### src/rtl/word_pkg.sv
// Shared types for the word-period tracker.
//   word_t       : one 8-bit generator word
//   per_state_t  : period-search state (IDLE, SEARCH, DONE)
//   sig_step()   : one step of the rotate-xor period signature
package word_pkg;

    typedef logic [7:0] word_t;

    typedef enum logic [1:0] {
        IDLE,
        SEARCH,
        DONE
    } per_state_t;

    function automatic word_t sig_step(input word_t s, input word_t w);
        return {s[6:0], s[7]} ^ w;
    endfunction

endpackage

### src/rtl/word_fifo.sv
// Small synchronous FIFO with a registered head word.
// Ports:
//   clk, rst       : clock, asynchronous active-high reset
//   wr_data, wr_en : push request; accepted when not full, or when full and a
//                    pop happens in the same cycle
//   rd_en          : pop request; honoured only when not empty
//   head           : registered head entry (0 after reset)
//   full, empty    : occupancy flags derived from the wrap-bit pointers
module word_fifo
    import word_pkg::*;
#(
    parameter int DEPTH = 4
) (
    input  logic  clk,
    input  logic  rst,
    input  word_t wr_data,
    input  logic  wr_en,
    input  logic  rd_en,
    output word_t head,
    output logic  full,
    output logic  empty
);

    localparam int AW = $clog2(DEPTH);

    word_t           mem [DEPTH];
    logic [AW:0]     wr_ptr;
    logic [AW:0]     rd_ptr;
    logic [AW:0]     rd_ptr_nxt;
    logic            do_rd;
    logic            do_wr;
    word_t           head_nxt;

    assign empty = (wr_ptr == rd_ptr);
    assign full  = (wr_ptr[AW] != rd_ptr[AW]) && (wr_ptr[AW-1:0] == rd_ptr[AW-1:0]);

    // A pop frees a slot in the same cycle, so a full FIFO still accepts.
    assign do_rd = rd_en && !empty;
    assign do_wr = wr_en && (!full || do_rd);

    assign rd_ptr_nxt = rd_ptr + (AW+1)'(do_rd);

    // The incoming word becomes the next head only when it lands in the slot
    // the read pointer will point at (FIFO empty after this cycle's pop).
    always_comb begin
        head_nxt = mem[rd_ptr_nxt[AW-1:0]];
        if (do_wr && (wr_ptr == rd_ptr_nxt)) begin
            head_nxt = wr_data;
        end
    end

    always_ff @(posedge clk) begin
        if (do_wr) begin
            mem[wr_ptr[AW-1:0]] <= wr_data;
        end
    end

    always_ff @(posedge clk or posedge rst) begin
        if (rst) begin
            wr_ptr <= '0;
            rd_ptr <= '0;
            head   <= '0;
        end else begin
            if (do_wr) begin
                wr_ptr <= wr_ptr + (AW+1)'(1);
            end
            rd_ptr <= rd_ptr_nxt;
            head   <= head_nxt;
        end
    end

endmodule

### src/rtl/word_period_tracker.sv
// Consumer of the word-shift generator: buffers words for a valid/ready sink,
// measures the sequence period and counts words dropped on a full FIFO.
// Optional feature macro: WORD_PERIOD_SIGNATURE_EN adds the sig output.
// Ports:
//   clk, rst             : clock, asynchronous active-high reset
//   in_word, in_valid    : generator word and its valid (never stalled)
//   out_word, out_valid  : FIFO head and non-empty flag
//   out_ready            : sink accepts head when out_valid && out_ready
//   period, period_valid : measured period, sticky valid
//   timeout              : MAX_PERIOD words seen with no recurrence, sticky
//   drop_cnt             : saturating count of words lost to a full FIFO
//   sig                  : (macro only) rotate-xor signature of one period
module word_period_tracker
    import word_pkg::*;
#(
    parameter int  DEPTH      = 4,
    parameter int  MAX_PERIOD = 255,
    parameter int  DROP_W     = 8,
    localparam int PW         = $clog2(MAX_PERIOD + 1)
) (
`ifdef WORD_PERIOD_SIGNATURE_EN
    output word_t             sig,
`endif
    input  logic              clk,
    input  logic              rst,
    input  word_t             in_word,
    input  logic              in_valid,
    output word_t             out_word,
    output logic              out_valid,
    input  logic              out_ready,
    output logic [PW-1:0]     period,
    output logic              period_valid,
    output logic              timeout,
    output logic [DROP_W-1:0] drop_cnt
);

    logic       full;
    logic       empty;
    per_state_t state;
    word_t      ref_word;
    logic [PW-1:0] cnt;
    logic [PW-1:0] cnt_inc;
    logic       match;

    word_fifo #(.DEPTH(DEPTH)) u_fifo (
        .clk     (clk),
        .rst     (rst),
        .wr_data (in_word),
        .wr_en   (in_valid),
        .rd_en   (out_ready),
        .head    (out_word),
        .full    (full),
        .empty   (empty)
    );

    assign out_valid = !empty;
    assign cnt_inc   = cnt + PW'(1);
    assign match     = (in_word == ref_word);

    // A word is lost only when full and the sink is not freeing a slot.
    always_ff @(posedge clk or posedge rst) begin
        if (rst) begin
            drop_cnt <= '0;
        end else if (in_valid && full && !(out_ready && !empty) && (drop_cnt != '1)) begin
            drop_cnt <= drop_cnt + DROP_W'(1);
        end
    end

    always_ff @(posedge clk or posedge rst) begin
        if (rst) begin
            state        <= IDLE;
            ref_word     <= '0;
            cnt          <= '0;
            period       <= '0;
            period_valid <= 1'b0;
            timeout      <= 1'b0;
        end else if (in_valid) begin
            case (state)
                IDLE: begin
                    ref_word <= in_word;
                    cnt      <= '0;
                    state    <= SEARCH;
                end
                SEARCH: begin
                    cnt <= cnt_inc;
                    if (match) begin
                        period       <= cnt_inc;
                        period_valid <= 1'b1;
                        state        <= DONE;
                    end else if (cnt_inc == PW'(MAX_PERIOD)) begin
                        timeout <= 1'b1;
                        period  <= '0;
                        state   <= DONE;
                    end
                end
                default: ;
            endcase
        end
    end

`ifdef WORD_PERIOD_SIGNATURE_EN
    // The recurring word closes the period and is not folded in, so the
    // signature covers exactly one period's worth of words.
    always_ff @(posedge clk or posedge rst) begin
        if (rst) begin
            sig <= '0;
        end else if (in_valid && ((state == IDLE) || ((state == SEARCH) && !match))) begin
            sig <= sig_step(sig, in_word);
        end
    end
`endif

endmodule

### config.mk
export PLATFORM = sky130hd
export DESIGN_NAME = word_period_tracker
export DESIGN_NICKNAME = d
export VERILOG_FILES = /design/src/rtl/word_pkg.sv /design/src/rtl/word_fifo.sv /design/src/rtl/word_period_tracker.sv
export SDC_FILE = /design/constraint.sdc
export NUM_CORES = 1
export LEC_CHECK = 0
export ABC_CLOCK_PERIOD_IN_PS = 4000
export CORE_UTILIZATION = 32
export DETAILED_ROUTE_END_ITERATION = 7
export SYNTH_ARGS = -nofsm -noshare
export SYNTH_HDL_FRONTEND = slang
export SYNTH_SLANG_ARGS = --single-unit
### constraint.sdc
create_clock -name clk -period 4 [get_ports clk]
set_input_delay 0.4 -clock clk [delete_from_list [all_inputs] [get_ports clk]]
set_output_delay 0.4 -clock clk [all_outputs]
set_load 0.005 [all_outputs]
After elaboration in Yosys (flattened, before gate mapping). Memory sizes are Yosys's and may differ from the RTL's. Index checks and enable logic that the tools add are counted.

Memories kept: 1. Bits in registers: 50. Input port bits: 12. Output and inout port bits: 27. Memory bits (writable): 32.

Bitwise gates (word level): 1. Reductions and logical operators: 20. Equal/unequal tests: 9. Multiplexer cells: 9. $add $sub $neg: 4.

Memories: u_fifo.mem (depth 4, width 8, read ports 1, clocked after Yosys merged registers in 0, write ports 1, RTL line word_fifo.sv:26) `word_t mem [DEPTH];`.

Operators by type and width (number): 8-bit 2-to-1 mux (3); 8-bit by 1-bit adder with 8-bit output (second input constant) (2); 8-bit one-hot mux with 2 select lines (1); 3-bit AND reduction (3); 8-bit == test (1); 8-bit == test (second input constant) (1); 8-bit inequality test (second input constant) (1); 1-bit logical AND (7); 3-bit == test (2); 2-bit 2-to-1 mux (2); 2-bit one-hot mux with 2 select lines (1); 2-bit AND reduction (2); 4-bit AND reduction (1); 2-bit nonzero test (2); 3-bit by 1-bit adder with 3-bit output (1); 3-bit by 1-bit adder with 3-bit output (second input constant) (1); 1-bit logical NOT (3); 3-bit inequality test (second input constant) (1); 2-bit by 1-bit == test with 1-bit output (second input constant) (1); 2-bit == test (1); 2-bit logical NOT (1); 1-bit 2-to-1 mux (2); 1-bit logical OR (1); 1-bit inequality test (1); 1-bit inverter (1).

Logic depth before layout (Yosys ltp). Gate-level depths: netlist (run 1).

Depth after elaboration: 7. Gate-level depth with buffers: 10. Gate-level depth less buffers: 9.

By module. Synthesis (run 1) repeated with hierarchy kept, for this count alone.

Cell total of the unflattened synthesis: 257. Area total of the unflattened synthesis: 3590.9 um^2.

Modules (own cells, without submodules): word_fifo (times used 1, cells an instance 103, area an instance 1911.8 um^2); word_period_tracker (times used 1, cells an instance 154, area an instance 1679.1 um^2).

Worst setup path after synthesis (run 1). Ideal clock, no wire load.

Path kind: register to register. Start point: register u_fifo.wr_ptr[1]. End point: register u_fifo.head[0]. Buffers on the path: 1. Setup time: 125 ps. Arrival time: 2686 ps. Period minus slack after synthesis: 2811 ps. Path slack: 1189 ps. Cell stages (with the launch flop): 11. Data required time: 3875 ps. Path through: dfrtp_1 > xor2_2 > or3_1 > and2_1 > ha_1 > ha_1 > clkbuf_2 > xnor2_1 > nand3_1 > a21oi_4 > mux2_2.

Longest elaborated chain between the ends: 7. Elaborated cells on any way between the ends: 13.

Ends and longest elaborated chain: start, declared (RTL line word_fifo.sv:27) `logic [AW:0] wr_ptr;`; start signal, assigned (RTL line word_fifo.sv:65) `wr_ptr <= wr_ptr + (AW+1)'(1);`; 3-bit == test (*) (RTL line word_fifo.sv:34) `assign empty = (wr_ptr == rd_ptr);`; 1-bit logical NOT (*); net out_valid (RTL line word_period_tracker.sv:29) `output logic out_valid,`; 1-bit logical AND (*) (RTL line word_fifo.sv:38) `assign do_rd = rd_en && !empty;`; 3-bit by 1-bit adder with 3-bit output (*) (RTL line word_fifo.sv:41) `assign rd_ptr_nxt = rd_ptr + (AW+1)'(do_rd);`; net u_fifo.rd_ptr_nxt[1] (RTL line word_fifo.sv:29) `logic [AW:0] rd_ptr_nxt;`; parallel branches: the longest is 2 deep, another holds memory read 4 x 8 bit; 8-bit 2-to-1 mux (*) (RTL line word_fifo.sv:47) `if (do_wr && (wr_ptr == rd_ptr_nxt)) begin`; net u_fifo.head_nxt[0] (RTL line word_fifo.sv:32) `word_t head_nxt;`; end signal, assigned (RTL line word_fifo.sv:68) `head <= head_nxt;`; end, declared (RTL line word_fifo.sv:19) `output word_t head,`.

Mark *: on every way through the listed nets, which the timed path passes. A chain may end at the register's enable or synchronous reset.

Worst setup path after layout (run 1).
Start point: register u_fifo.wr_ptr[1]. End point: register u_fifo.head[3].

Longest elaborated chain between the ends: 7. Elaborated cells on any way between the ends: 13.

Ends and longest elaborated chain (RTL line): 3-bit == test (*) (word_fifo.sv:34); 1-bit logical NOT (*) (word_fifo.sv:38); 1-bit logical AND (*) (word_fifo.sv:38); 3-bit by 1-bit adder with 3-bit output (*) (word_fifo.sv:41); net u_fifo.rd_ptr_nxt[1] (word_fifo.sv:29); parallel branches: the longest is 2 deep, another holds memory read 4 x 8 bit; 8-bit 2-to-1 mux (*) (word_fifo.sv:47); net u_fifo.head_nxt[3] (word_fifo.sv:32).

Marked as above.

==> results of run 1 <==
## per-stage QoR
| stage | setup slack, ps | hold WS [ps] | instances |
|---|---|---|---|
| 3_3_place_gp | 891.4 | 453.0 | 420 |
| 3_5_place_dp | 865.6 | 461.2 | 420 |
| 2_1_floorplan | 1189 | 444.4 | 246 |
| 4_1_cts | 841.0 | 428.3 | 436 |
| 6_report | 905.9 | 418.7 | 436 |
| 5_1_grt | 722.7 | 451.9 | 436 |
## final cells by class
cell class,count,area [sq um]
Sequential cell,82,2212
Clock buffer,9,225.2
Tap cell,140,175.2
Inverter,5,18.77
Fill cell,1020,6445
Clock inverter,7,101.3
Multi-Input combinational cell,153,1363
Timing Repair Buffer,40,395.4
## worst max path at each step
| stage | startpoint | slack [ps] | cells past startpoint | end |
|---|---|---|---|---|
| CTS | u_fifo.wr_ptr[1]$_DFFE_PP0P_ | 840 | 9 | u_fifo.head[3]$_DFF_PP0_ |
| floorplan | u_fifo.wr_ptr[1]$_DFFE_PP0P_ | 1190 | 10 | u_fifo.head[0]$_DFF_PP0_ |
| global route | u_fifo.wr_ptr[1]$_DFFE_PP0P_ | 720 | 9 | u_fifo.head[3]$_DFF_PP0_ |
| finish | u_fifo.wr_ptr[1]$_DFFE_PP0P_ | 910 | 9 | u_fifo.head[3]$_DFF_PP0_ |
| global placement | u_fifo.wr_ptr[1]$_DFFE_PP0P_ | 890 | 9 | u_fifo.head[1]$_DFF_PP0_ |
| detailed placement | u_fifo.wr_ptr[1]$_DFFE_PP0P_ | 870 | 9 | u_fifo.head[2]$_DFF_PP0_ |
## per-layer routing
metal | global-route usage [%] | part of all wire, %
met3 | 4.099 | 3.6
met2 | 18.65 | 46
met4 | 5.792 | 0.76
met5 | 0 | 0
met1 | 16.65 | 50
## synthesized netlist by cell type, types with 3 or more instances
library cell	instances	area, sq um
sky130_fd_sc_hd__xor2_1	5	43.79
sky130_fd_sc_hd__mux4_2	8	180.2
sky130_fd_sc_hd__inv_1	5	18.77
sky130_fd_sc_hd__nand2b_1	5	31.28
sky130_fd_sc_hd__dfrtp_1	50	1251
sky130_fd_sc_hd__mux2i_1	8	80.08
sky130_fd_sc_hd__nand2_1	9	33.78
sky130_fd_sc_hd__and2_1	4	25.02
sky130_fd_sc_hd__xnor2_1	22	192.7
sky130_fd_sc_hd__buf_2	3	15.01
sky130_fd_sc_hd__mux2_2	14	157.7
sky130_fd_sc_hd__nor3_1	3	15.01
sky130_fd_sc_hd__or3_1	3	18.77
sky130_fd_sc_hd__nand3_1	7	35.03
sky130_fd_sc_hd__nand4_1	8	50.05
sky130_fd_sc_hd__edfxtp_1	32	960.9
sky130_fd_sc_hd__and2_2	3	22.52
sky130_fd_sc_hd__o21ai_1	4	20.02
sky130_fd_sc_hd__o21ai_0	13	65.06
sky130_fd_sc_hd__ha_1	9	112.6
## cell families after synthesis
group	count (synthesis)	synth area share, %
AO/OA/AOI/OAI	24	4.355
XOR/XNOR	30	7.881
adder cells (fa/ha/maj)	9	3.111
buffers and inverters	11	1.382
flip-flops	82	61.11
multiplexers	33	12.58
AND/OR/NAND/NOR	57	9.575
## worst max-delay path: cells and delay by family (launching register included)
family	cells	cell delay [ps]
xor+xnor	2	410
compound gates	1	310
mux	1	370
flops	1	460
simple gates	3	680
fa+ha+maj	2	730
## power by group
part           switching (mW)  internal (mW)
Sequential              0.152           1.11
Combinational           0.494          0.602
Clock                   0.331          0.553
## flip-flops by register name, indices dropped and copies added, names as in the netlist
| name | count |
|---|---|
| timeout | 1 |
| u_fifo.wr_ptr | 3 |
| u_fifo.mem | 32 |
| ref_word | 8 |
| period_valid | 1 |
| u_fifo.rd_ptr | 3 |
| state | 2 |
| drop_cnt | 8 |
| u_fifo.head | 8 |
| cnt | 8 |
| period | 8 |
==> metrics.txt, run 1 <==
# TYPE chip_impl_metric gauge
chip_impl_metric{name="grt_overflow",unit=""} 0
chip_impl_metric{name="slowest_delay",unit="ps"} 560
chip_impl_metric{name="cp_data_arrival_time",unit="ps"} 3310
chip_impl_metric{name="crit_required",unit="ps"} 4210
chip_impl_info{name="most-common-layout-cells",value="50 x sky130_fd_sc_hd__dfrtp_1, 38 x sky130_fd_sc_hd__clkdlybuf4s50_1, 32 x sky130_fd_sc_hd__edfxtp_1"} 1
chip_impl_metric{name="ff2ff_path_depth",unit=""} 9
chip_impl_info{name="grt_setup_unrepaired",value="false"} 1
chip_impl_metric{name="postSynth.asyncResetShare",unit="%"} 60.98
chip_impl_metric{name="worst_pin_slew",unit="ps"} 1021
chip_impl_metric{name="slew_viol_final",unit=""} 0
chip_impl_metric{name="cts_made_buffers",unit=""} 9
chip_impl_info{name="cell_chain_critical_path",value="xor2_2 -> or3_1 -> and2_1 -> ha_1 -> ha_1 -> xnor2_1 -> nand3_1 -> a21oi_4 -> mux2_2"} 1
chip_impl_metric{name="die_w",unit="um"} 108.4
chip_impl_metric{name="drc",unit=""} 0
chip_impl_metric{name="finalSetupViolCount",unit=""} 0
chip_impl_metric{name="proportion_of_synthesized_chip_area_in_sequential_cells",unit="%"} 61.11
chip_impl_metric{name="average_via_count_per_standard_cell",unit=""} 4.670
chip_impl_info{name="worstReg2RegEnd",value="u_fifo.head[3]$_DFF_PP0_"} 1
chip_impl_info{name="worstHoldPathType",value="input port to asynchronous set/reset pin"} 1
chip_impl_metric{name="layout-drive-gt1-share",unit="%"} 19.93
chip_impl_metric{name="final_cell_area",unit="sq um"} 4491
chip_impl_info{name="critPathMostFrequentCell",value="sky130_fd_sc_hd__ha_1"} 1
chip_impl_info{name="timing.critical_path.slowest_stage_cell",value="sky130_fd_sc_hd__ha_1"} 1
chip_impl_metric{name="cell_count_after_synthesis",unit=""} 246
chip_impl_metric{name="initial_core_util",unit="%"} 33.10
chip_impl_metric{name="diodes",unit=""} 0
chip_impl_metric{name="r2r_setup_slack",unit="ps"} 910
chip_impl_info{name="run_status",value="finished, final reports clean"} 1
chip_impl_metric{name="port_buffers",unit=""} 38
chip_impl_info{name="crit_path_end_kind",value="register"} 1
chip_impl_metric{name="synthesis.nets",unit=""} 267
chip_impl_metric{name="max-clock-path-buffers",unit=""} 2
chip_impl_info{name="master_cell_of_the_clock_root_buffer",value="sky130_fd_sc_hd__clkbuf_16"} 1
chip_impl_metric{name="yosysWarningCount",unit=""} 0
chip_impl_metric{name="report.final.hold_viol_count",unit=""} 0
chip_impl_metric{name="fmax",unit="MHz"} 323.2
chip_impl_metric{name="layout_min_cycle_time",unit="ps"} 3094
chip_impl_metric{name="synth_area",unit="sq um"} 3620
chip_impl_metric{name="wirelength",unit="um"} 6485
chip_impl_info{name="dominantRegCellSynth",value="sky130_fd_sc_hd__dfrtp_1"} 1
chip_impl_info{name="final_common_cell",value="sky130_fd_sc_hd__dfrtp_1"} 1
chip_impl_metric{name="post-dp-hpwl",unit="um"} 4509
chip_impl_metric{name="first_pass_grt_wire_length",unit="um"} 10790
chip_impl_metric{name="grt_max_degree",unit=""} 29
chip_impl_info{name="cts_tree",value="yes"} 1
chip_impl_metric{name="ir_worst_vdd",unit="V"} 0.0002770
chip_impl_metric{name="maxSlewHeadroom",unit="%"} 31.59
chip_impl_metric{name="placeableCoreArea",unit="sq um"} 10940
chip_impl_info{name="worst_setup_path_start_kind",value="register"} 1
chip_impl_metric{name="synth-edff-count",unit=""} 32
chip_impl_metric{name="area_growth_syn_to_layout",unit="%"} 24.06
chip_impl_metric{name="report.power.total",unit="mW"} 3.243
chip_impl_metric{name="floorplan.die.height",unit="um"} 108.4
chip_impl_metric{name="routabilityCongestion",unit=""} 0.7450
chip_impl_metric{name="cts-htree-levels",unit=""} 3
chip_impl_metric{name="drt_pass1_iterations",unit=""} 4
chip_impl_metric{name="post_drt_wl_per_cell",unit="um"} 14.87
chip_impl_info{name="timing.setup.critical_path_class",value="register to register"} 1
chip_impl_metric{name="synth-seq-cells",unit=""} 82
chip_impl_metric{name="fin_crit_sh",unit="%"} 77.35
chip_impl_metric{name="max-cap-violations",unit=""} 0
chip_impl_metric{name="syn_avg_cell_area",unit="sq um"} 14.71
chip_impl_metric{name="post_cts.repair.setup_buffers",unit=""} 0
chip_impl_metric{name="critPathMaxFanout",unit=""} 10
chip_impl_metric{name="total_negative_setup_slacks",unit="ps"} 0
chip_impl_metric{name="design.die.area",unit="sq um"} 11740
chip_impl_metric{name="hold_buffers",unit=""} 0
chip_impl_metric{name="clk_pin_slew",unit="ps"} 60
chip_impl_metric{name="yosys.cell_types.count",unit=""} 44
chip_impl_metric{name="dr_total_vias",unit=""} 2036
chip_impl_metric{name="powerDensity",unit="nW/um^2"} 722.2
chip_impl_metric{name="drt-initial-drc-count",unit=""} 99
chip_impl_metric{name="placedInstanceArea",unit="sq um"} 4164
chip_impl_metric{name="final.setup_skew",unit="ps"} 5.572
chip_impl_metric{name="cts.sink_count",unit=""} 82
chip_impl_metric{name="final_nets",unit=""} 312
chip_impl_metric{name="antenna_violations_before_repair",unit=""} 0
chip_impl_metric{name="detail-route-antenna-nets",unit=""} 0
chip_impl_info{name="timing.rr.start",value="u_fifo.wr_ptr[1]$_DFFE_PP0P_"} 1
chip_impl_metric{name="insertion_delay",unit="ps"} 330
chip_impl_metric{name="num_io_pins",unit=""} 39
chip_impl_metric{name="postCtsResizedCells",unit=""} 0
chip_impl_metric{name="layout.core_utilization",unit="%"} 41.06
chip_impl_metric{name="power.leakage",unit="nW"} 1.696
chip_impl_metric{name="grtUsageTotal",unit="%"} 12.57
chip_impl_metric{name="number_of_global_route_vias_before_repair",unit=""} 2093
chip_impl_metric{name="fp-row-count",unit=""} 38
No activity file was read; power rests on OpenSTA's default activity.
==> inputs of run 2 (changes only) <==
--- a/config.mk
+++ b/config.mk
@@ -5,7 +5,7 @@
 export SDC_FILE = /design/constraint.sdc
 export NUM_CORES = 1
 export LEC_CHECK = 0
-export ABC_CLOCK_PERIOD_IN_PS = 4000
+export ABC_CLOCK_PERIOD_IN_PS = 2800
 export CORE_UTILIZATION = 32
 export DETAILED_ROUTE_END_ITERATION = 7
 export SYNTH_ARGS = -nofsm -noshare
==> constraint.sdc (replaced) <==
create_clock -name clk -period 2.8 [get_ports clk]
set_input_delay 0.28 -clock clk [delete_from_list [all_inputs] [get_ports clk]]
set_output_delay 0.28 -clock clk [all_outputs]
set_load 0.005 [all_outputs]
==> run 2 against run 1 <==
Effect of this change:
- clock skew increased by 1.6 ps
- sequential power up 42%
- critical path depth rose by 1
- flip-flop and latch count is the same
- via count rose by 3.6%
- utilization grew 1.3 points
- hold slack improved by 23 ps
- fmax increased by 16%
- final cell count increased by 3.4%
- register-to-register slack got worse by 770 ps
- critical path type unchanged
==> metrics.txt, run 2 (same netlist as run 1, synthesis figures left out) <==
# TYPE chip_impl_metric gauge
chip_impl_info{name="crit_path_end_kind",value="register"} 1
chip_impl_metric{name="whs",unit="ps"} 441.9
chip_impl_metric{name="initial_core_util",unit="%"} 33.10
chip_impl_metric{name="netSwitchingPower",unit="mW"} 1.510
chip_impl_metric{name="crit_required",unit="ps"} 3020
chip_impl_info{name="final_common_cell",value="sky130_fd_sc_hd__dfrtp_1"} 1
chip_impl_metric{name="number_of_global_route_vias_before_repair",unit=""} 2185
chip_impl_metric{name="die_w",unit="um"} 108.4
chip_impl_metric{name="critPathMaxFanout",unit=""} 6
chip_impl_metric{name="drt-initial-drc-count",unit=""} 60
chip_impl_metric{name="final_nets",unit=""} 327
chip_impl_metric{name="switching_share",unit="%"} 30.64
chip_impl_info{name="timing.setup.critical_path_class",value="register to register"} 1
chip_impl_metric{name="first_pass_grt_wire_length",unit="um"} 11050
chip_impl_metric{name="largest_register_ff_count",unit=""} 32
chip_impl_metric{name="cts.sink_count",unit=""} 82
chip_impl_metric{name="layout_min_cycle_time",unit="ps"} 2662
chip_impl_metric{name="diodes",unit=""} 0
chip_impl_metric{name="powerDensity",unit="nW/um^2"} 1064
chip_impl_metric{name="port_buffers",unit=""} 38
chip_impl_metric{name="num_io_pins",unit=""} 39
chip_impl_metric{name="layout.core_utilization",unit="%"} 42.36
chip_impl_metric{name="grt_overflow",unit=""} 0
chip_impl_metric{name="drc",unit=""} 0
chip_impl_metric{name="worst_pin_slew",unit="ps"} 675.1
chip_impl_metric{name="drt_pass1_iterations",unit=""} 4
chip_impl_metric{name="fp-row-count",unit=""} 38
chip_impl_info{name="worst_setup_path_start_kind",value="register"} 1
chip_impl_metric{name="layout-drive-gt1-share",unit="%"} 24.12
chip_impl_metric{name="finalSetupViolCount",unit=""} 0
chip_impl_metric{name="report.final.hold_viol_count",unit=""} 0
chip_impl_metric{name="power.leakage",unit="nW"} 1.772
chip_impl_metric{name="routabilityCongestion",unit=""} 0.7613
chip_impl_metric{name="design.die.area",unit="sq um"} 11740
chip_impl_info{name="worstReg2RegEnd",value="u_fifo.head[3]$_DFF_PP0_"} 1
chip_impl_metric{name="max-clock-path-buffers",unit=""} 2
chip_impl_metric{name="detail-route-antenna-nets",unit=""} 0
chip_impl_metric{name="antenna_violations_before_repair",unit=""} 0
chip_impl_metric{name="ir_worst_vdd",unit="V"} 0.0003734
chip_impl_metric{name="r2r_setup_slack",unit="ps"} 140
chip_impl_metric{name="slew_viol_final",unit=""} 0
chip_impl_metric{name="pwr-share-seq",unit="%"} 36.3
chip_impl_metric{name="wirelength",unit="um"} 6920
chip_impl_info{name="timing.rr.start",value="u_fifo.rd_ptr[2]$_DFF_PP0_"} 1
chip_impl_metric{name="post_drt_wl_per_cell",unit="um"} 15.34
chip_impl_metric{name="p_int",unit="mW"} 3.417
chip_impl_metric{name="total_negative_setup_slacks",unit="ps"} 0
chip_impl_metric{name="grt_max_degree",unit=""} 51
chip_impl_metric{name="final.setup_skew",unit="ps"} 7.153
chip_impl_metric{name="hold_buffers",unit=""} 0
chip_impl_metric{name="insertion_delay",unit="ps"} 330
chip_impl_metric{name="cts_made_buffers",unit=""} 9
chip_impl_metric{name="ff2ff_path_depth",unit=""} 10
chip_impl_metric{name="placeableCoreArea",unit="sq um"} 10940
chip_impl_metric{name="slowest_delay",unit="ps"} 400
chip_impl_metric{name="grtUsageTotal",unit="%"} 12.94
chip_impl_metric{name="average_via_count_per_standard_cell",unit=""} 4.678
chip_impl_metric{name="fillCellCount",unit=""} 997
chip_impl_info{name="run_status",value="finished, final reports clean"} 1
chip_impl_metric{name="report.power.total",unit="mW"} 4.926
chip_impl_metric{name="share_clk_of_total_power",unit="%"} 26.2
chip_impl_info{name="master_cell_of_the_clock_root_buffer",value="sky130_fd_sc_hd__clkbuf_16"} 1
chip_impl_metric{name="max-cap-violations",unit=""} 0
chip_impl_metric{name="dp_worst_setup_slack",unit="ps"} -5.984
chip_impl_info{name="grt_setup_unrepaired",value="false"} 1
chip_impl_info{name="most-common-layout-cells",value="50 x sky130_fd_sc_hd__dfrtp_1, 38 x sky130_fd_sc_hd__clkdlybuf4s50_1, 32 x sky130_fd_sc_hd__edfxtp_1"} 1
chip_impl_info{name="cell_chain_critical_path",value="xor2_1 -> or3_4 -> and2_1 -> ha_1 -> ha_4 -> xnor2_1 -> nand3_1 -> a21oi_4 -> buf_12 -> mux2_2"} 1
chip_impl_metric{name="maxSlewHeadroom",unit="%"} 54.99
chip_impl_info{name="cts_tree",value="yes"} 1
chip_impl_metric{name="clk_pin_slew",unit="ps"} 60
chip_impl_metric{name="dr_total_vias",unit=""} 2110
chip_impl_metric{name="floorplan.die.height",unit="um"} 108.4
chip_impl_metric{name="fin_crit_sh",unit="%"} 95.06
chip_impl_metric{name="area_growth_syn_to_layout",unit="%"} 27.96
chip_impl_metric{name="cp_data_arrival_time",unit="ps"} 2880
chip_impl_metric{name="fmax",unit="MHz"} 375.7
chip_impl_metric{name="post-dp-hpwl",unit="um"} 4427
chip_impl_metric{name="cts-htree-levels",unit=""} 3
chip_impl_metric{name="comb_power_share",unit="%"} 37.6
chip_impl_info{name="timing.critical_path.slowest_stage_cell",value="sky130_fd_sc_hd__dfrtp_1"} 1
chip_impl_metric{name="least_setup_slack_across_all_paths_after_layout",unit="ps"} 138.3
chip_impl_info{name="worstHoldPathType",value="input port to asynchronous set/reset pin"} 1
run 2: cell types whose count changed in the layout (fill, tap and decap cells not counted):
cell,before,now
sky130_fd_sc_hd__buf_4,2,16
sky130_fd_sc_hd__clkinv_1,0,1
sky130_fd_sc_hd__clkinv_4,1,0
sky130_fd_sc_hd__ha_1,9,8
sky130_fd_sc_hd__clkinv_2,1,0
sky130_fd_sc_hd__inv_6,1,2
sky130_fd_sc_hd__ha_4,0,1
sky130_fd_sc_hd__or3_1,3,2
sky130_fd_sc_hd__buf_12,0,1
sky130_fd_sc_hd__or3_4,0,1
run 2: power groups by stage:
stage	sequential (mW)	clock [mW]	combinational (mW)
2_1_floorplan	1.79	0	1.11
3_3_place_gp	1.80	0	1.67
3_5_place_dp	1.82	0	1.70
4_1_cts	1.80	1.32	1.76
5_1_grt	1.83	1.36	2.04
6_report	1.79	1.29	1.85
run 2: layer usage:
layer / GRT usage [%] / wire length [um] / vias up
met3: 3.677 / 248 / 6
met4: 5.792 / 115 / 0
met1: 17.34 / 3398 / 1054
li1: - / - / 1015
met5: 0 / 0 / -
met2: 19.47 / 3157 / 35
run 2: layout make-up:
| cell class | instances | area [sq um] | share of cell area [%] |
|---|---|---|---|
| multi-input cells | 153 | 1380 | 29.79 |
| flip-flops and latches | 82 | 2212 | 47.76 |
| clock inverters | 7 | 100.1 | 2.161 |
| clock buffers | 9 | 225.2 | 4.862 |
| inverters | 5 | 18.77 | 0.4052 |
| repair buffers | 55 | 520.5 | 11.24 |
| well taps | 140 | 175.2 | 3.782 |
run 2: worst max path at each step:
stage	start	end	slack [ps]	depth (start not counted)
final	u_fifo.rd_ptr[2]$_DFF_PP0_	u_fifo.head[3]$_DFF_PP0_	140	10
after global routing	u_fifo.rd_ptr[2]$_DFF_PP0_	u_fifo.head[3]$_DFF_PP0_	30	10
after CTS	u_fifo.rd_ptr[2]$_DFF_PP0_	u_fifo.head[3]$_DFF_PP0_	60	10
after detailed placement	u_fifo.rd_ptr[2]$_DFF_PP0_	u_fifo.head[3]$_DFF_PP0_	-6	9
after global placement	u_fifo.rd_ptr[2]$_DFF_PP0_	u_fifo.head[0]$_DFF_PP0_	80	9
after floorplan	u_fifo.wr_ptr[1]$_DFFE_PP0P_	u_fifo.head[0]$_DFF_PP0_	10	10
run 2: what timing repair did:
| action | in CTS | in global routing |
|---|---|---|
| cloned | 0 | 0 |
| pin swaps | 0 | 2 |
| endpoints found under the setup margin | 8 | 8 |
| gates resized for setup | 0 | 2 |
| setup buffers | 2 | 5 |
run 2: critical path: cells and delay by family, from the launching register on:
family,cells,cell delay [ps]
compound gates,1,180
xor+xnor,2,300
fa+ha+maj,2,480
buf+inv,1,140
flops,1,400
mux,1,330
simple gates,3,710
run 2: stage by stage:
stage / instance area [sq um] / instances
after floorplan: 3622 / 246
after global placement: 4224 / 428
after detailed placement: 4224 / 428
after CTS: 4577 / 446
after global routing: 4632 / 451
final: 4632 / 451
==> inputs of run 3 (changes only) <==
--- a/config.mk
+++ b/config.mk
@@ -8,6 +8,7 @@
 export ABC_CLOCK_PERIOD_IN_PS = 2800
 export CORE_UTILIZATION = 32
 export DETAILED_ROUTE_END_ITERATION = 7
+export PLACE_DENSITY = 0.62
 export SYNTH_ARGS = -nofsm -noshare
 export SYNTH_HDL_FRONTEND = slang
 export SYNTH_SLANG_ARGS = --single-unit
==> run 3 against run 2 <==
Effect of this change:
- sequential power about the same
- clock-buffer cell count increased by 1
- wire length decreased by 0.87%
- utilization fell by 0.62 points
- worst setup slack got worse by 41 ps
- flip-flop and latch count unchanged
- fmax down 1.5%
- die area stayed put
- clock power decreased by 9%
- critical path type unchanged
- critical endpoint is now u_fifo.head[1]$_DFF_PP0_
- highest routed layer unchanged
==> metrics.txt, run 3 (same netlist as run 1, synthesis figures left out) <==
# TYPE chip_impl_metric gauge
chip_impl_info{name="run_status",value="finished, final reports clean"} 1
chip_impl_metric{name="diodes",unit=""} 0
chip_impl_metric{name="worst_pin_slew",unit="ps"} 667.6
chip_impl_info{name="final_common_cell",value="sky130_fd_sc_hd__dfrtp_1"} 1
chip_impl_metric{name="max-cap-violations",unit=""} 0
chip_impl_metric{name="powerDensity",unit="nW/um^2"} 1039
chip_impl_metric{name="routabilityCongestion",unit=""} 0.7775
chip_impl_metric{name="hold_buffers",unit=""} 0
chip_impl_info{name="cell_chain_critical_path",value="xor2_2 -> or3_4 -> and2_1 -> ha_1 -> ha_4 -> xnor2_1 -> nand3_1 -> a21oi_4 -> buf_12 -> mux2_2"} 1
chip_impl_metric{name="largest_register_ff_count",unit=""} 32
chip_impl_metric{name="post-dp-hpwl",unit="um"} 4486
chip_impl_info{name="worstHoldPathType",value="input port to asynchronous set/reset pin"} 1
chip_impl_metric{name="detail-route-antenna-nets",unit=""} 0
chip_impl_metric{name="final_nets",unit=""} 321
chip_impl_metric{name="finalSetupViolCount",unit=""} 0
chip_impl_info{name="crit_path_end_kind",value="register"} 1
chip_impl_metric{name="crit_required",unit="ps"} 3020
chip_impl_metric{name="fillCellCount",unit=""} 1027
chip_impl_metric{name="fin_crit_sh",unit="%"} 96.53
chip_impl_metric{name="layout-drive-gt1-share",unit="%"} 22.62
chip_impl_metric{name="grt_max_degree",unit=""} 51
chip_impl_metric{name="cts-htree-levels",unit=""} 3
chip_impl_metric{name="drc",unit=""} 0
chip_impl_metric{name="wirelength",unit="um"} 6860
chip_impl_metric{name="report.final.hold_viol_count",unit=""} 0
chip_impl_metric{name="clk_pin_slew",unit="ps"} 60
chip_impl_metric{name="report.power.total",unit="mW"} 4.744
chip_impl_metric{name="cts.sink_count",unit=""} 82
chip_impl_metric{name="slowest_delay",unit="ps"} 450
chip_impl_metric{name="power.leakage",unit="nW"} 1.733
chip_impl_metric{name="drt_pass1_iterations",unit=""} 5
chip_impl_metric{name="area_growth_syn_to_layout",unit="%"} 26.10
chip_impl_metric{name="placeableCoreArea",unit="sq um"} 10940
chip_impl_metric{name="port_buffers",unit=""} 38
chip_impl_metric{name="post_drt_wl_per_cell",unit="um"} 15.42
chip_impl_info{name="timing.rr.start",value="u_fifo.rd_ptr[1]$_DFF_PP0_"} 1
chip_impl_metric{name="slew_viol_final",unit=""} 0
chip_impl_metric{name="fp-row-count",unit=""} 38
chip_impl_metric{name="die_w",unit="um"} 108.4
chip_impl_metric{name="ir_worst_vdd",unit="V"} 0.0004263
chip_impl_metric{name="grt_overflow",unit=""} 0
chip_impl_metric{name="grtUsageTotal",unit="%"} 12.90
chip_impl_metric{name="floorplan.die.height",unit="um"} 108.4
chip_impl_metric{name="critPathMaxFanout",unit=""} 8
chip_impl_metric{name="design.die.area",unit="sq um"} 11740
chip_impl_metric{name="initial_core_util",unit="%"} 33.10
chip_impl_info{name="worst_setup_path_start_kind",value="register"} 1
chip_impl_metric{name="drt-initial-drc-count",unit=""} 60
chip_impl_info{name="master_cell_of_the_clock_root_buffer",value="sky130_fd_sc_hd__clkbuf_16"} 1
chip_impl_metric{name="dr_total_vias",unit=""} 2142
chip_impl_metric{name="maxSlewHeadroom",unit="%"} 55.49
chip_impl_metric{name="max-clock-path-buffers",unit=""} 2
chip_impl_metric{name="fmax",unit="MHz"} 370.0
chip_impl_info{name="timing.critical_path.slowest_stage_cell",value="sky130_fd_sc_hd__dfrtp_1"} 1
chip_impl_metric{name="cts_made_buffers",unit=""} 9
chip_impl_metric{name="placed_cells_incl_taps",unit=""} 428
chip_impl_info{name="most-common-layout-cells",value="50 x sky130_fd_sc_hd__dfrtp_1, 38 x sky130_fd_sc_hd__clkdlybuf4s50_1, 32 x sky130_fd_sc_hd__edfxtp_1"} 1
chip_impl_info{name="worstReg2RegEnd",value="u_fifo.head[1]$_DFF_PP0_"} 1
chip_impl_metric{name="r2r_setup_slack",unit="ps"} 100
chip_impl_metric{name="average_via_count_per_standard_cell",unit=""} 4.813
chip_impl_metric{name="number_of_global_route_vias_before_repair",unit=""} 2199
chip_impl_metric{name="post_layout_cell_count",unit=""} 445
chip_impl_metric{name="layout_min_cycle_time",unit="ps"} 2703
chip_impl_metric{name="ff2ff_path_depth",unit=""} 10
chip_impl_metric{name="cp_data_arrival_time",unit="ps"} 2920
chip_impl_metric{name="layout.core_utilization",unit="%"} 41.74
chip_impl_info{name="timing.setup.critical_path_class",value="register to register"} 1
chip_impl_metric{name="total_negative_setup_slacks",unit="ps"} 0
chip_impl_info{name="cts_tree",value="yes"} 1
chip_impl_metric{name="final.setup_skew",unit="ps"} 8.077
chip_impl_metric{name="num_io_pins",unit=""} 39
chip_impl_metric{name="first_pass_grt_wire_length",unit="um"} 11060
chip_impl_metric{name="antenna_violations_before_repair",unit=""} 0
chip_impl_metric{name="insertion_delay",unit="ps"} 330
## run 3: how the worst max path moves through the flow
stage,end,depth (start not counted),slack [ps],start
5_1_grt,u_fifo.head[7]$_DFF_PP0_,10,-20,u_fifo.rd_ptr[1]$_DFF_PP0_
3_5_place_dp,u_fifo.head[1]$_DFF_PP0_,9,-3,u_fifo.rd_ptr[2]$_DFF_PP0_
3_3_place_gp,u_fifo.head[1]$_DFF_PP0_,9,90,u_fifo.rd_ptr[2]$_DFF_PP0_
6_report,u_fifo.head[1]$_DFF_PP0_,10,100,u_fifo.rd_ptr[1]$_DFF_PP0_
4_1_cts,u_fifo.head[1]$_DFF_PP0_,10,70,u_fifo.rd_ptr[2]$_DFF_PP0_
2_1_floorplan,u_fifo.head[0]$_DFF_PP0_,10,10,u_fifo.wr_ptr[1]$_DFFE_PP0P_
## run 3: per-stage QoR
stage	setup slack [ps]	hold slack, ps	instance area [sq um]
2_1_floorplan	10.89	378.9	3622
3_3_place_gp	91.04	453.5	4224
6_report	97.05	428.6	4564
4_1_cts	71.31	469.3	4547
3_5_place_dp	-3.307	477.4	4224
5_1_grt	-20.56	520.8	4564
## run 3: metal layers
metal  global-route usage (%)  part of all wire (%)  wire (um)
met1                    16.74                    47       3204
met2                    20.11                    48       3291
met3                    3.195                   3.6        245
met4                    6.371                   1.7        119
met5                        0                     0          0
## run 3: what timing repair did
item | CTS | global route
resized for setup | 0 | 2
setup endpoints to repair | 2 | 8
pin swaps | 0 | 3
buffers inserted | 1 | 0
## run 3: final cells by class
cell class / instances / area [sq um] / share of cell area, %
Clock buffer: 10 / 239.0 / 5.236
Clock inverter: 6 / 63.81 / 1.398
Inverter: 5 / 18.77 / 0.4112
Multi-Input combinational cell: 153 / 1380 / 30.24
Sequential cell: 82 / 2212 / 48.46
Tap cell: 140 / 175.2 / 3.838
Timing Repair Buffer: 49 / 475.5 / 10.42
## run 3: worst max-delay path, delay by kind of cell, from the launching register on
family,cells,cell delay [ps]
AND/OR/NAND/NOR,3,690
AO/OA/AOI/OAI,1,160
XOR/XNOR,2,300
multiplexers,1,330
adder cells (fa/ha/maj),2,510
flip-flops,1,450
buffers and inverters,1,150
## run 3: power by group
| group | total (mW) | switching [mW] | internal, mW |
|---|---|---|---|
| registers | 1.80 | 0.209 | 1.59 |
| logic | 1.77 | 0.790 | 0.975 |
| clock network | 1.18 | 0.468 | 0.715 |
| total | 4.74 | 1.47 | 3.28 |
